`src/rtl/la_seq_ctrl.sv`:
```
`default_nettype none
// ============================================================================
// Module   : la_seq_ctrl
// Purpose  : Load / compute / readout sequencer for the 5x5 matrix core.
//            Optional WAIT timeout enabled by defining LA_SEQ_TIMEOUT_EN.
// Revision : 1.0 - initial release
// ============================================================================
module la_seq_ctrl #(
  parameter int N       = 5,
  parameter int DW      = 32,
  parameter int AW      = 5,
  parameter int TIMEOUT = 1024
) (
  input  logic          clk,
  input  logic          reset,
  input  logic          start,
  output logic          busy,
  output logic          done,
  output logic          err,
  input  logic          in_valid,
  output logic          in_ready,
  input  logic [DW-1:0] in_data,
  output logic [AW-1:0] core_addr,
  output logic          core_wr_en,
  output logic [DW-1:0] core_wr_data,
  output logic          core_go,
  input  logic          core_done,
  input  logic [DW-1:0] core_rd_data,
  output logic          out_valid,
  input  logic          out_ready,
  output logic [DW-1:0] out_data,
  output logic          out_last
);

  localparam int            C_E    = N * N;
  localparam logic [AW-1:0] C_LAST = AW'(C_E - 1);

  typedef enum logic [2:0] {
    S_IDLE   = 3'd0,
    S_LOAD   = 3'd1,
    S_GO     = 3'd2,
    S_WAIT   = 3'd3,
    S_RD_REQ = 3'd4,
    S_RD_CAP = 3'd5,
    S_RD_OUT = 3'd6,
    S_ERR    = 3'd7
  } state_t;

  state_t        r_state;
  state_t        w_next;
  logic [AW-1:0] r_k;
  logic [AW-1:0] w_k_next;
  logic [DW-1:0] r_out_data;
  logic          r_done;
  logic          w_timeout;

`ifdef LA_SEQ_TIMEOUT_EN
  localparam int C_TW = $clog2(TIMEOUT + 1);

  logic [C_TW-1:0] r_wait_cnt;

  // Counts cycles spent in WAIT; zero on the first WAIT cycle.
  always_ff @(posedge clk or posedge reset) begin
    if (reset) begin
      r_wait_cnt <= '0;
    end else if (r_state != S_WAIT) begin
      r_wait_cnt <= '0;
    end else begin
      r_wait_cnt <= r_wait_cnt + 1'b1;
    end
  end

  assign w_timeout = (r_state == S_WAIT) && !core_done &&
                     (r_wait_cnt == C_TW'(TIMEOUT - 1));
  assign err       = (r_state == S_ERR);
`else
  logic w_unused_timeout;

  assign w_unused_timeout = (TIMEOUT != 0);
  assign w_timeout        = 1'b0;
  assign err              = 1'b0;
`endif

  always_ff @(posedge clk or posedge reset) begin
    if (reset) begin
      r_state    <= S_IDLE;
      r_k        <= '0;
      r_out_data <= '0;
      r_done     <= 1'b0;
    end else begin
      r_state <= w_next;
      r_k     <= w_k_next;
      r_done  <= (r_state == S_RD_OUT) && out_ready && (r_k == C_LAST);
      if (r_state == S_RD_CAP) begin
        r_out_data <= core_rd_data;
      end
    end
  end

  always_comb begin
    w_next   = r_state;
    w_k_next = r_k;
    case (r_state)
      S_IDLE, S_ERR: begin
        if (start) begin
          w_next   = S_LOAD;
          w_k_next = '0;
        end
      end
      S_LOAD: begin
        if (in_valid) begin
          if (r_k == C_LAST) begin
            w_next   = S_GO;
            w_k_next = '0;
          end else begin
            w_k_next = r_k + 1'b1;
          end
        end
      end
      S_GO: w_next = S_WAIT;
      S_WAIT: begin
        if (core_done) begin
          w_next   = S_RD_REQ;
          w_k_next = '0;
        end else if (w_timeout) begin
          w_next = S_ERR;
        end
      end
      S_RD_REQ: w_next = S_RD_CAP;
      S_RD_CAP: w_next = S_RD_OUT;
      S_RD_OUT: begin
        if (out_ready) begin
          if (r_k == C_LAST) begin
            w_next   = S_IDLE;
            w_k_next = '0;
          end else begin
            w_next   = S_RD_REQ;
            w_k_next = r_k + 1'b1;
          end
        end
      end
      default: begin
        w_next   = S_IDLE;
        w_k_next = '0;
      end
    endcase
  end

  // All handshake/strobe outputs decode the state so reset clears them at once.
  assign busy         = (r_state != S_IDLE) && (r_state != S_ERR);
  assign done         = r_done;
  assign in_ready     = (r_state == S_LOAD);
  assign core_addr    = r_k;
  assign core_wr_en   = (r_state == S_LOAD) && in_valid;
  assign core_wr_data = (r_state == S_LOAD) ? in_data : '0;
  assign core_go      = (r_state == S_GO);
  assign out_valid    = (r_state == S_RD_OUT);
  assign out_data     = r_out_data;
  assign out_last     = (r_state == S_RD_OUT) && (r_k == C_LAST);

endmodule
`default_nettype wire
```
`config.mk`:
```
export PLATFORM = sky130hd
export DESIGN_NAME = la_seq_ctrl
export DESIGN_NICKNAME = d
export VERILOG_FILES = /design/src/rtl/la_seq_ctrl.sv
export SDC_FILE = /design/constraint.sdc
export NUM_CORES = 1
export LEC_CHECK = 0
export ABC_AREA = 1
export ABC_CLOCK_PERIOD_IN_PS = 2900
export BUFFER_PORTS_ARGS = -buffer_cell sky130_fd_sc_hd__buf_4
export CAP_MARGIN = 30
export CORE_UTILIZATION = 35
export CTS_BUF_LIST = sky130_fd_sc_hd__clkbuf_8 sky130_fd_sc_hd__clkbuf_16
export CTS_CLUSTER_DIAMETER = 60
export CTS_CLUSTER_SIZE = 10
export DETAILED_ROUTE_END_ITERATION = 7
export PLACE_DENSITY_LB_ADDON = 0.3
export RECOVER_POWER = 100
export SYNTH_ARGS = -nofsm -noshare
export SYNTH_HDL_FRONTEND = slang
export SYNTH_SLANG_ARGS = --single-unit
```
`constraint.sdc`:
```
create_clock -name clk -period 2.9 [get_ports clk]
set_clock_uncertainty 0.05 [all_clocks]
set_input_delay 0.58 -clock clk [delete_from_list [all_inputs] [get_ports clk]]
set_output_delay 0.58 -clock clk [all_outputs]
set_load 0.005 [all_outputs]
```
-- Word-level counts from Yosys, hierarchy flattened
Index checks and enable logic that the tools add are counted.
- bits in read-only memories: 0
- word-level logic and storage cells: 44
- latch bits: 0
- input bits: 70
- memories kept: 0
- memory bits (writable): 0
- output and inout bits: 77
- flip-flop bits (word level): 41
- add/sub/neg operators: 1
- shifts and indexed selects: 0
- divide/modulo/power cells: 0
- equal/unequal tests: 14
- mux-type cells: 14
- order comparisons: 0
- reductions and logical operators: 11
- $mul: 0
- bitwise operators: 0
- operators by type and width (operator ; count):
    32-bit two-way mux ; 1
    5-bit two-way mux ; 5
    3-bit one-hot mux with 7 select lines ; 1
    5-bit one-hot mux with 4 select lines ; 1
    3-bit two-way mux ; 6
    3-bit equality test, second input constant ; 4
    5-bit AND reduction ; 2
    3-bit by 2-bit equality test with 1-bit output, second input constant ; 2
    2-bit inequality test, second input constant ; 3
    5-bit by 1-bit adder with 5-bit output, second input constant ; 1
    5-bit equality test, second input constant ; 1
    1-bit logical AND ; 5
    2-bit by 1-bit inequality test with 1-bit output, second input constant ; 2
    4-bit nonzero test ; 1
    3-bit by 1-bit equality test with 1-bit output, second input constant ; 1
    3-bit zero test ; 1
    3-bit inequality test, second input constant ; 1
    3-bit nonzero test ; 1
    2-bit OR reduction ; 1

-- Longest topological paths before layout
- depth in word-level cells: 4
- gate-level depth with buffers: 10
- depth with buffers taken out: 10

-- Worst setup path before layout
No wires, ideal clock.
- path type: reg2out
- start point: register r_k[0] (netlist: core_addr[0])
- end point: output port out_last
- path slack: 1.323 ns
- cell stages (with the launch flop): 7
- data arrival time: 0.947 ns
- required time: 2.270 ns
- buffers on the path: 0
- path through: dfrtp_1 inv_1 ha_1 nand2_1 inv_1 nand2_1 nor2_1
- cells in the longest elaborated chain, start to end: 2
- ends and longest elaborated chain (element ; line ; text):
    from (decl) ; 51 ; logic [AW-1:0] r_k;
    from (signal assigned) ; 92 ; r_k <= w_k_next;
    5-bit equality test ; 159 ; assign out_last = (r_state == S_RD_OUT) && (r_k == C_LAST);
    1-bit logical AND ; 159 ;
    to (decl) ; 32 ; output logic out_last
Every way passes these cells.

-- Worst setup path in the final report
- start point: register r_state[1]
- end point: output port core_wr_data[30]
- cells in the longest elaborated chain, start to end: 2
- ends and longest elaborated chain (element ; line ; text):
    from (decl) ; 49 ; state_t r_state;
    from (signal assigned) ; 91 ; r_state <= w_next;
    3-bit by 1-bit equality test with 1-bit output ; 155 ; assign core_wr_data = (r_state == S_LOAD) ? in_data : '0;
    32-bit two-way mux ; 155 ;
    to (decl) ; 25 ; output logic [DW-1:0] core_wr_data,
Every way passes these cells.

==> impl_metrics.py <==
metrics = {
    "clock_network": {
        "insertion_delay_ns": 0.28,
        "ctsResizeCount": 0,
        "cts_tree": "built",
        "clock-sinks": 41,
        "ctsHoldBuffers": 0,
        "cts_buffer_depth": 2,
        "postCtsSetupRepairBufs": 0,
        "htree_levels": 2,
        "root_buffer": "clkbuf_8",
        "cts_buffers": 5,
        "clkTransAtPathRegs_ns": 0.08,
    },
    "power_and_ir_drop": {
        "p_clk_share_pct": 15.8,
        "p_int_mw": 1.89,
        "p_sw_mw": 1.06,
        "p_comb_share_pct": 49.3,
        "power_frac_seq_pct": 34.8,
        "swShare_pct": 35.9,
        "p_leak_nw": 1.93,
        "p_per_area_nw_per_um2": 857,
        "ir_drop_mv": 0.404,
    },
    "timing": {
        "maxSlewViolCount": 0,
        "finalWorstSetupSlack_ns": 0.516,
        "layout_min_cycle_time_ns": 2.38,
        "hold_violations": 0,
        "fin_setup_tns_ns": 0,
        "fmax_mhz": 419,
        "relSlewSlack_pct": 2.40,
        "rsz0062_at_grt": "no",
        "max_slew.worst_pin.slew_ns": 1.46,
        "period_share_pct": 82.2,
        "setup_viol": 0,
    },
    "setup_path": {
        "slowest_delay_ns": 0.51,
        "crit_path_end_kind": "output port",
        "crit_start": "r_state[1]",
        "critPathLaunchType": "flop",
        "rr_startpoint": "r_state[1]",
        "cpMaxStageDelayCell": "dfrtp_1",
        "cp_max_fo": 35,
        "critPathRequiredTime_ns": 2.27,
        "critPathKind": "flop to output port",
        "path_cells": "inv_1 -> nand3_4 -> nor2_1 -> clkbuf_4",
        "critPathTopFamily": "simple AND/OR/NAND/NOR gates",
        "cp.buffers_inverters": 2,
        "critPathArrivalTime_ns": 1.75,
    },
    "synth": {
        "synth_fp_nets": 328,
        "ys_seq_elements": 41,
        "synth_area_sq_um": 2390,
        "avgSynthCellArea_sq_um": 9.34,
        "ys_warn_count": 0,
        "ys_seq_area_share_pct": 42.9,
        "syn_inst": 256,
        "yosysUniqueCellTypes": 26,
    },
    "layout": {
        "layout_common_cells": "buf_4 (72), clkbuf_4 (70), inv_1 (48), nor2_1 (47), dfrtp_1 (41)",
        "antenna_cells": 0,
        "final-seq-area_sq_um": 1030,
        "multi_input_area_sq_um": 947,
        "nFillCells": 638,
        "final_common_cell": "buf_4",
        "area_delta_synth_final_pct": 44.3,
        "drive_gt1_share_pct": 40.9,
        "finalNetCount": 470,
    },
    "global_route": {
        "grt_max_degree": 36,
        "overflow": 0,
        "grtUsageTotal_pct": 16.7,
        "antenna_found_initial": 0,
        "grt_pass1_wl_mm": 9.56,
        "grt_pass1_vias": 2083,
    },
    "floorplan": {
        "ios": 147,
        "coreArea_sq_um": 6460,
        "initial_utilization_pct": 37.0,
        "die_x_microns": 84.6,
        "die_h_microns": 84.6,
        "die_area_sq_um": 7160,
        "placementRows": 29,
    },
    "status": {
        "outcome": "finished with violations",
        "violations": "DRC",
    },
    "route": {
        "drc_errors": 2,
        "dr.pass1.iters": 8,
        "wl_mm": 5.81,
        "vias_per_cell": 4.39,
        "routedWlPerCell_microns": 12.2,
        "drt_iter0_drc": 98,
        "vias": 2092,
        "drtAntennaViolNets": 0,
    },
    "placed_design": {
        "post-place-ws_ns": 0.894,
        "gp_congestion": 0.887,
        "port_buffers": 145,
        "hpwl_mm": 4.62,
    },
    "flow_run": {
        "drv_cap": 0,
    },
    "worst_hold_path": {
        "holdCritPathClass": "input port to asynchronous set/reset pin",
    },
}
## cell type report
class	count	area share (%)
timing repair buffer	146	31.3
sequential	41	29.7
multi-input combinational	156	27.5
inverter	48	5.30
tap	77	2.79
clock buffer	6	2.39
clock inverter	2	0.979
## final timing paths
kind / end / slack [ns] / cells past startpoint
worst min register to register: out_data[24] / 0.44 / 1
min in group clk: out_data[24] / 0.44 / 1
worst min-delay path: r_state[0] / 0.28 / 2
worst max register to register: out_data[1] / 0.72 / 3
worst max-delay path: core_wr_data[30] / 0.52 / 4
max in group asynchronous: out_data[1] / 0.80 / 3
## power by group through the flow
stage | Combinational [mW] | Clock, mW | Sequential (mW)
floorplan | 1.03 | 0 | 1.00
global placement | 1.73 | 0 | 1.04
detailed placement | 1.75 | 0 | 1.06
CTS | 1.76 | 0.480 | 1.05
global route | 1.63 | 0.504 | 1.07
finish | 1.46 | 0.468 | 1.03
## registers in the layout, summed over array words and instances (netlist names)
name / count
out_data: 32
core_addr: 5
r_state: 3
done: 1
## cells in the mapped netlist
library cell   n  area [sq um]
a21oi_1        2          10.0
buf_2          3          15.0
buf_4          1          7.51
buf_6          7          78.8
conb_1         1          3.75
dfrtp_1       41          1030
ha_1           2          25.0
inv_1         45           169
inv_2          2          7.51
inv_4          1          6.26
mux2_2         2          22.5
mux2_4        30           450
nand2_1       37           139
nand2_2        3          18.8
nand3_1       14          70.1
nand3_2        3          30.0
nand3_4        2          35.0
nand3b_4       1          20.0
nand4_1        3          18.8
nor2_1        45           169
nor2_2         4          25.0
nor3_1         1          5.00
o21ai_0        3          15.0
o21ai_2        1          8.76
o21bai_1       1          7.51
or2_2          1          6.26
## kinds of logic after synthesis
logic type      after synthesis  share of synthesized area [%]
flops                        41                           42.9
buf+inv                      59                           11.9
other cells                   1                          0.157
compound gates                7                           1.73
fa+ha+maj                     2                           1.05
simple gates                114                           22.5
mux                          32                           19.8
## through the flow
| stage | hold slack (ns) | instances | instance area, sq um | power [mW] | util (%) |
|---|---|---|---|---|---|
| final | 0.276 | 476 | 3450 | 2.96 | 53.4 |
| after global routing | 0.308 | 476 | 3450 | 3.20 | 53.4 |
| after CTS | 0.312 | 476 | 3610 | 3.30 | 55.9 |
| after detailed placement | 0.443 | 468 | 3490 | 2.81 | 54.1 |
| after global placement | 0.441 | 468 | 3490 | 2.77 | 54.1 |
| after floorplan | 0.454 | 256 | 2390 | 2.04 | - |
## per-layer routing
metal	GRT usage (%)	routed length, microns	vias up
met5	0	0	-
met4	7.40	131	0
met3	3.24	262	13
met2	28.8	3030	63
met1	20.4	2390	956
li1	-	-	1060
No activity file was read; power rests on OpenSTA's default activity.
